--- config.mk ---
export PLATFORM = sky130hd
export DESIGN_NAME = data_memory_controller_flat
export DESIGN_NICKNAME = d
export VERILOG_FILES = /design/src/rtl/data_memory_controller_if.sv /design/src/rtl/data_memory_controller.sv /design/src/flat_wrapper.sv
export SDC_FILE = /design/constraint.sdc
export NUM_CORES = 1
export LEC_CHECK = 0
export ABC_AREA = 1
export CORE_MARGIN = 3
export CORE_UTILIZATION = 44
export DETAILED_ROUTE_END_ITERATION = 12
export GPL_TIMING_DRIVEN = 0
export PLACE_DENSITY_LB_ADDON = 0.2
export SYNTH_ARGS = -nofsm -noshare
export SYNTH_HDL_FRONTEND = slang
export SYNTH_SLANG_ARGS = --single-unit
--- constraint.sdc ---
create_clock -name clk -period 6.7 [get_ports clk]
set_input_delay 0.67 -clock clk [delete_from_list [all_inputs] [get_ports clk]]
set_output_delay 0.67 -clock clk [all_outputs]
set_load 0.03 [all_outputs]
--- src/rtl/data_memory_controller_if.sv ---
// Pipeline-side and bus-side signals of the data memory controller.
// slave = the controller; master = the pipeline/memory environment driving it.
interface data_memory_controller_if;
  logic        i_memory_read;
  logic        i_memory_write;
  logic [31:0] i_address;
  logic [31:0] i_write_data;
  logic [3:0]  i_write_mask;
  logic        i_misaligned;
  logic [31:0] o_data_memory_read_data;
  logic        o_stall;
  logic        o_access_fault;
  logic        o_misaligned_fault;
  logic        o_bus_request;
  logic        o_bus_write;
  logic [31:0] o_bus_address;
  logic [31:0] o_bus_write_data;
  logic [3:0]  o_bus_write_mask;
  logic        i_bus_ack;
  logic [31:0] i_bus_read_data;
  logic        i_bus_error;

  modport slave (
    input  i_memory_read, i_memory_write, i_address, i_write_data, i_write_mask,
           i_misaligned, i_bus_ack, i_bus_read_data, i_bus_error,
    output o_data_memory_read_data, o_stall, o_access_fault, o_misaligned_fault,
           o_bus_request, o_bus_write, o_bus_address, o_bus_write_data, o_bus_write_mask
  );

  modport master (
    output i_memory_read, i_memory_write, i_address, i_write_data, i_write_mask,
           i_misaligned, i_bus_ack, i_bus_read_data, i_bus_error,
    input  o_data_memory_read_data, o_stall, o_access_fault, o_misaligned_fault,
           o_bus_request, o_bus_write, o_bus_address, o_bus_write_data, o_bus_write_mask
  );
endinterface

--- src/rtl/data_memory_controller.sv ---
// Turns pipeline load/store requests into single word-aligned bus transactions,
// holding the pipeline until ack, bus error or timeout.
module data_memory_controller #(
  parameter int TIMEOUT_CYCLES = 16
) (
  input  logic                    clk,
  input  logic                    rst,
  data_memory_controller_if.slave mif
);
  typedef enum logic [1:0] {S_IDLE, S_REQUEST, S_DONE, S_FAULT} state_t;
  localparam logic [7:0] TC_LAST = 8'(TIMEOUT_CYCLES - 1);

  state_t      r_state;
  state_t      w_state_nxt;
  logic [7:0]  r_cnt;
  logic        r_write;
  logic [31:0] r_addr;
  logic [31:0] r_wdata;
  logic [31:0] r_rdata;
  logic [3:0]  r_mask;

  logic w_active;
  logic w_valid;
  logic w_resp;
  logic w_timeout;
  logic w_stall;
  logic w_mis_fault;
  logic w_bus_req;
  logic w_acc_fault;
  logic w_latch;
  logic w_capture;

  assign w_active  = mif.i_memory_read | mif.i_memory_write;
  // A store with no enabled lanes has nothing to do on the bus
  assign w_valid   = w_active & ~mif.i_misaligned &
                     ~(mif.i_memory_write & (mif.i_write_mask == 4'b0000));
  assign w_resp    = mif.i_bus_ack | mif.i_bus_error;
  assign w_timeout = (r_cnt == TC_LAST);

  always_ff @(posedge clk or posedge rst) begin
    if (rst) r_state <= S_IDLE;
    else     r_state <= w_state_nxt;
  end

  always_comb begin
    w_state_nxt = r_state;
    case (r_state)
      S_IDLE:    if (w_valid) w_state_nxt = S_REQUEST;
      S_REQUEST: begin
        if (mif.i_bus_error)    w_state_nxt = S_FAULT;
        else if (mif.i_bus_ack) w_state_nxt = S_DONE;
        else if (w_timeout)     w_state_nxt = S_FAULT;
      end
      S_DONE:    w_state_nxt = S_IDLE;
      S_FAULT:   w_state_nxt = S_IDLE;
      default:   w_state_nxt = S_IDLE;
    endcase
  end

  always_comb begin
    w_stall     = 1'b0;
    w_mis_fault = 1'b0;
    w_bus_req   = 1'b0;
    w_acc_fault = 1'b0;
    w_latch     = 1'b0;
    w_capture   = 1'b0;
    case (r_state)
      S_IDLE: begin
        w_stall     = w_valid;
        w_latch     = w_valid;
        w_mis_fault = w_active & mif.i_misaligned;
      end
      S_REQUEST: begin
        w_stall   = 1'b1;
        w_bus_req = 1'b1;
        w_capture = mif.i_bus_ack & ~mif.i_bus_error & ~r_write;
      end
      S_FAULT:  w_acc_fault = 1'b1;
      default: ;
    endcase
  end

  always_ff @(posedge clk or posedge rst) begin
    if (rst) begin
      r_write <= 1'b0;
      r_addr  <= '0;
      r_wdata <= '0;
      r_mask  <= '0;
      r_rdata <= '0;
      r_cnt   <= '0;
    end else begin
      if (w_latch) begin
        r_write <= mif.i_memory_write;
        r_addr  <= mif.i_address & 32'hFFFF_FFFC;
        r_wdata <= mif.i_write_data;
        r_mask  <= mif.i_write_mask;
        r_cnt   <= 8'd0;
      end else if (r_state == S_REQUEST && !w_resp) begin
        r_cnt <= r_cnt + 8'd1;
      end
      if (w_capture) r_rdata <= mif.i_bus_read_data;
    end
  end

  // Comb outputs fed by pipeline inputs are forced low while reset is held
  assign mif.o_stall                 = w_stall & ~rst;
  assign mif.o_misaligned_fault      = w_mis_fault & ~rst;
  assign mif.o_bus_request           = w_bus_req;
  assign mif.o_access_fault          = w_acc_fault;
  assign mif.o_bus_write             = r_write;
  assign mif.o_bus_address           = r_addr;
  assign mif.o_bus_write_data        = r_wdata;
  assign mif.o_bus_write_mask        = r_write ? r_mask : 4'b0000;
  assign mif.o_data_memory_read_data = r_rdata;
endmodule

--- src/flat_wrapper.sv ---
// flat-port wrapper written by rule: the top's interface ports become plain ports
module data_memory_controller_flat 
#(
  parameter int TIMEOUT_CYCLES = 16
)
  (clk, rst, mif_i_memory_read, mif_i_memory_write, mif_i_address, mif_i_write_data, mif_i_write_mask, mif_i_misaligned, mif_i_bus_ack, mif_i_bus_read_data, mif_i_bus_error, mif_o_data_memory_read_data, mif_o_stall, mif_o_access_fault, mif_o_misaligned_fault, mif_o_bus_request, mif_o_bus_write, mif_o_bus_address, mif_o_bus_write_data, mif_o_bus_write_mask);
  data_memory_controller_if mif_i ();
  input  logic clk;
  input  logic rst;
  input wire logic [$bits(mif_i.i_memory_read)-1:0] mif_i_memory_read;
  input wire logic [$bits(mif_i.i_memory_write)-1:0] mif_i_memory_write;
  input wire logic [$bits(mif_i.i_address)-1:0] mif_i_address;
  input wire logic [$bits(mif_i.i_write_data)-1:0] mif_i_write_data;
  input wire logic [$bits(mif_i.i_write_mask)-1:0] mif_i_write_mask;
  input wire logic [$bits(mif_i.i_misaligned)-1:0] mif_i_misaligned;
  input wire logic [$bits(mif_i.i_bus_ack)-1:0] mif_i_bus_ack;
  input wire logic [$bits(mif_i.i_bus_read_data)-1:0] mif_i_bus_read_data;
  input wire logic [$bits(mif_i.i_bus_error)-1:0] mif_i_bus_error;
  output wire logic [$bits(mif_i.o_data_memory_read_data)-1:0] mif_o_data_memory_read_data;
  output wire logic [$bits(mif_i.o_stall)-1:0] mif_o_stall;
  output wire logic [$bits(mif_i.o_access_fault)-1:0] mif_o_access_fault;
  output wire logic [$bits(mif_i.o_misaligned_fault)-1:0] mif_o_misaligned_fault;
  output wire logic [$bits(mif_i.o_bus_request)-1:0] mif_o_bus_request;
  output wire logic [$bits(mif_i.o_bus_write)-1:0] mif_o_bus_write;
  output wire logic [$bits(mif_i.o_bus_address)-1:0] mif_o_bus_address;
  output wire logic [$bits(mif_i.o_bus_write_data)-1:0] mif_o_bus_write_data;
  output wire logic [$bits(mif_i.o_bus_write_mask)-1:0] mif_o_bus_write_mask;
  assign mif_i.i_memory_read = mif_i_memory_read;
  assign mif_i.i_memory_write = mif_i_memory_write;
  assign mif_i.i_address = mif_i_address;
  assign mif_i.i_write_data = mif_i_write_data;
  assign mif_i.i_write_mask = mif_i_write_mask;
  assign mif_i.i_misaligned = mif_i_misaligned;
  assign mif_i.i_bus_ack = mif_i_bus_ack;
  assign mif_i.i_bus_read_data = mif_i_bus_read_data;
  assign mif_i.i_bus_error = mif_i_bus_error;
  assign mif_o_data_memory_read_data = mif_i.o_data_memory_read_data;
  assign mif_o_stall = mif_i.o_stall;
  assign mif_o_access_fault = mif_i.o_access_fault;
  assign mif_o_misaligned_fault = mif_i.o_misaligned_fault;
  assign mif_o_bus_request = mif_i.o_bus_request;
  assign mif_o_bus_write = mif_i.o_bus_write;
  assign mif_o_bus_address = mif_i.o_bus_address;
  assign mif_o_bus_write_data = mif_i.o_bus_write_data;
  assign mif_o_bus_write_mask = mif_i.o_bus_write_mask;
  data_memory_controller #(.TIMEOUT_CYCLES(TIMEOUT_CYCLES)) u_core (.clk(clk), .rst(rst), .mif(mif_i));
endmodule
==> summary.txt <==
Synth
  • Register area share after synthesis: 0.6106
  • Synth Warn #: 0
  • Mux share of post-synthesis cell area: 0
  • Number of synthesized register bits: about 110
  • Syn Area/Cell: around 8.5 µm²
  • Synth Area in XOR/XNOR: 0.005882
  • Cell Area, Synth: 4467 µm²
  • Simple-gate share of the synthesized area: 0.3303
  • Largest family of logic cells by synthesized area: simple AND/OR/NAND/NOR gates
  • Synth Instances: 527
  • Compound-Gate Fraction of Synth Area: 0.002241
  • Number of distinct library cells after synthesis: 20
  • Post-synthesis adder-cell area fraction: 0.002801

Finish
  • Finished Layout Cells: 885
  • Layout cells sized above 1: 0.05984
  • Final nets: 855
  • N_diodes: 0
  • Final instance area: just under 7000 µm²
  • Area Overhead vs Synth: 55.35%
  • Filler instances: 778

Floorplan
  • IO Pins: 212
  • Initial Util: 0.4549
  • Die ar.: roughly 11000 µm²
  • Die span in x: ~110 µm
  • Core Box Area: just under 10000 µm²
  • Row count: 36
  • Die Span Y: 106.8 µm

Drt
  • Routed wire length: 12.74 mm
  • WL/cell: 14.40 µm
  • First-pass DRT Iterations: 4
  • DRC violations left: 0
  • Vias per cell: between 4 and 5
  • Routed vias: 4193
  • Post-route ant nets: 0
  • Initial DRC count: between 200 and 250

Worst setup path
  • Most common cell on crit path: clkdlybuf4s50_1
  • CP max stage cell: clkdlybuf4s50_1
  • CP delay by family, top: buffers and inverters
  • CP Class: input port to primary output
  • Slowest Stage Delay on Critical Path: around 750 ps
  • Crit path buf inv count: 4
  • CP Launch Type: input port
  • Crit-path max FO: 57
  • Crit-path cells: clkdlybuf4s50_1 -> inv_4 -> buf_16 -> nand2_1 -> nor4_1 -> clkdlybuf4s50_1
  • Element type at the critical path end: primary output
  • Worst EP arrival: between 3000 and 4000 ps
  • Critical Path RT: 6030 ps

Clocking
  • Post-CTS sizing: 0
  • Clock transition at the registers of the reported paths: ~90 ps
  • Worst skew pair latency: 360 ps
  • Htree depth: 3
  • CTS Hold Bufs: 0
  • Clk sink count: ~110
  • Root Buffer: clkbuf_8
  • Worst-case clock buffer depth: 2
  • TritonCTS Buffers: 9
  • Post-CTS setup buffers: 0
  • CTS tree: done

Timing
  • Period utilisation layout: 0.5564
  • Final setup fails: 0
  • Max_slew headroom: 0.5144
  • Layout Skew: 4.479 ps
  • Setup TNS: 0 ps
  • Final Slew Violations: 0
  • Fmax: roughly 0.27 GHz
  • RSZ-0062 raised after global routing: no
  • Tightest Pin Transition: 728.4 ps
  • Post-layout min period: between 3000 and 4000 ps
  • Final Hold Vio Count: 0

Global routing
  • Remaining Overflow, GRT: 0
  • Initial antenna violation count: 0
  • Largest net degree at the start of global routing: between 50 and 60
  • Tot GR Track Use: 0.2276
  • Vias in the first global route: between 4000 and 5000
  • First-pass GRT wire length: around 21 mm

Placed design
  • Area of placed instances: ~6700 µm²
  • Detailed Place HPWL: 9.749 mm
  • # port buffers: around 210
  • RD Place Congestion: slightly above 0.8
  • Placed Cells: roughly 870

Pwr
  • Clk pwr share: 0.124
  • Sw Share: 0.4434
  • Worst VDD drop: 0.2948 mV
  • Int Power: 1.833 mW
  • P_sw: approximately 1.5 mW
  • Pwr dens: ~470 nW/µm²
  • Sequential Power Share: 0.338
  • Leakage: approximately 3.5 nW
  • Comb power frac: 0.538

Run status
  • Status: finished, final reports clean

Hold path
  • Worst Hold Class: register to register

Run
  • Max-cap viol count: 0
## cell families after synthesis
family	after synthesis
buffers and inverters	43
xor gates and xnor gates	3
and+or+nand+nor	368
other	1
AOI/OAI and AO/OA	2
DFF	109
adders and majority gates	1
## power by group through the flow
stage	clock network [mW]	logic [mW]	registers [mW]
floorplan	0	0.462	1.64
global placement	0	1.75	1.11
detailed placement	0	1.79	1.12
CTS	0.415	1.79	1.11
global route	0.440	1.90	1.15
finish	0.407	1.77	1.11
## area by class of cell
type	instances	area, µm²	share of cell area
sequential	109	2728	0.3931
inverter	17	66.31	0.009556
tap	133	166.4	0.02398
multi-input combinational	376	1531	0.2207
buffer	26	147.6	0.02128
clock buffer	11	141.4	0.02038
timing repair buffer	208	2100	0.3026
clock inverter	5	58.81	0.008475
## layout by cell type, fill, tap and decap left out
master,n
a21oi_1,2
buf_16,1
buf_2,16
buf_4,2
buf_6,3
bufinv_16,1
clkbuf_1,6
clkbuf_8,10
clkdlybuf4s50_1,207
clkinv_2,1
clkinvlp_4,2
conb_1,2
dfrtp_1,109
ha_1,1
inv_1,14
inv_2,2
inv_4,1
inv_6,1
nand2_1,300
nand3_1,48
nand3_4,1
nor2_1,12
nor2_2,3
nor2_4,1
nor3_1,2
nor4_1,1
xnor2_1,1
xor2_1,2
## metrics by stage
stage | utilization | hold slack [ps] | worst slack, ps | power [mW]
global placement | 0.6832 | 453.0 | 700.8 | 2.859
floorplan | - | 449.2 | 2009 | 2.103
detailed placement | 0.6863 | 458.3 | 2899 | 2.908
global route | 0.7067 | 507.1 | 2700 | 3.487
finish | 0.7067 | 479.1 | 2972 | 3.293
CTS | 0.7067 | 481.9 | 2899 | 3.321
## metal layers
metal  up-vias  global-route usage  part of all wire
met4         0             0.07032             0.016
met5         -                   0                 0
met3        17             0.08429              0.10
li1       2051                   -                 -
met1      1960              0.2578              0.38
met2       165              0.3997              0.50
## state kept, by name, indices dropped and copies added, names as in the netlist
| signal | count |
|---|---|
| u_core.mif.o_bus_address | 30 |
| u_core.mif.o_bus_write | 1 |
| u_core.mif.o_bus_write_data | 32 |
| u_core.mif.o_data_memory_read_data | 32 |
| u_core.r_cnt | 8 |
| u_core.r_mask | 4 |
| u_core.r_state | 2 |
## synthesized netlist by cell type, drive strengths merged
library cell,count,area [µm²]
nor4,1,6.260
ha,1,12.51
inv,17,63.81
dfrtp,109,2728
xor2,2,17.52
conb,1,3.750
clkbuf,5,18.77
xnor2,1,8.760
buf,21,128.9
nand2,300,1126
nor2,16,75.07
nor3,2,10.01
nand3,49,257.8
a21oi,2,10.01
## final timing paths
path	startpoint	cells after the start	endpoint	slack (ps)
max in group asynchronous	rst	3	u_core.mif.o_bus_address[18]	5180
worst min-delay path	u_core.mif.o_data_memory_read_data[23]	2	u_core.mif.o_data_memory_read_data[23]	480
worst max-delay path	rst	6	mif_o_misaligned_fault	2970
worst min register to register	u_core.mif.o_data_memory_read_data[23]	2	u_core.mif.o_data_memory_read_data[23]	480
worst max register to register	u_core.mif.o_bus_write	5	u_core.mif.o_data_memory_read_data[20]	5250
min in group asynchronous	rst	2	u_core.mif.o_data_memory_read_data[28]	810
## tightest hold or removal path: stages (launching register included)
cell and delay, ps:
dfrtp_1 350, nand2_1 50, nand2_1 50
Power figures use the tool's default switching activity.
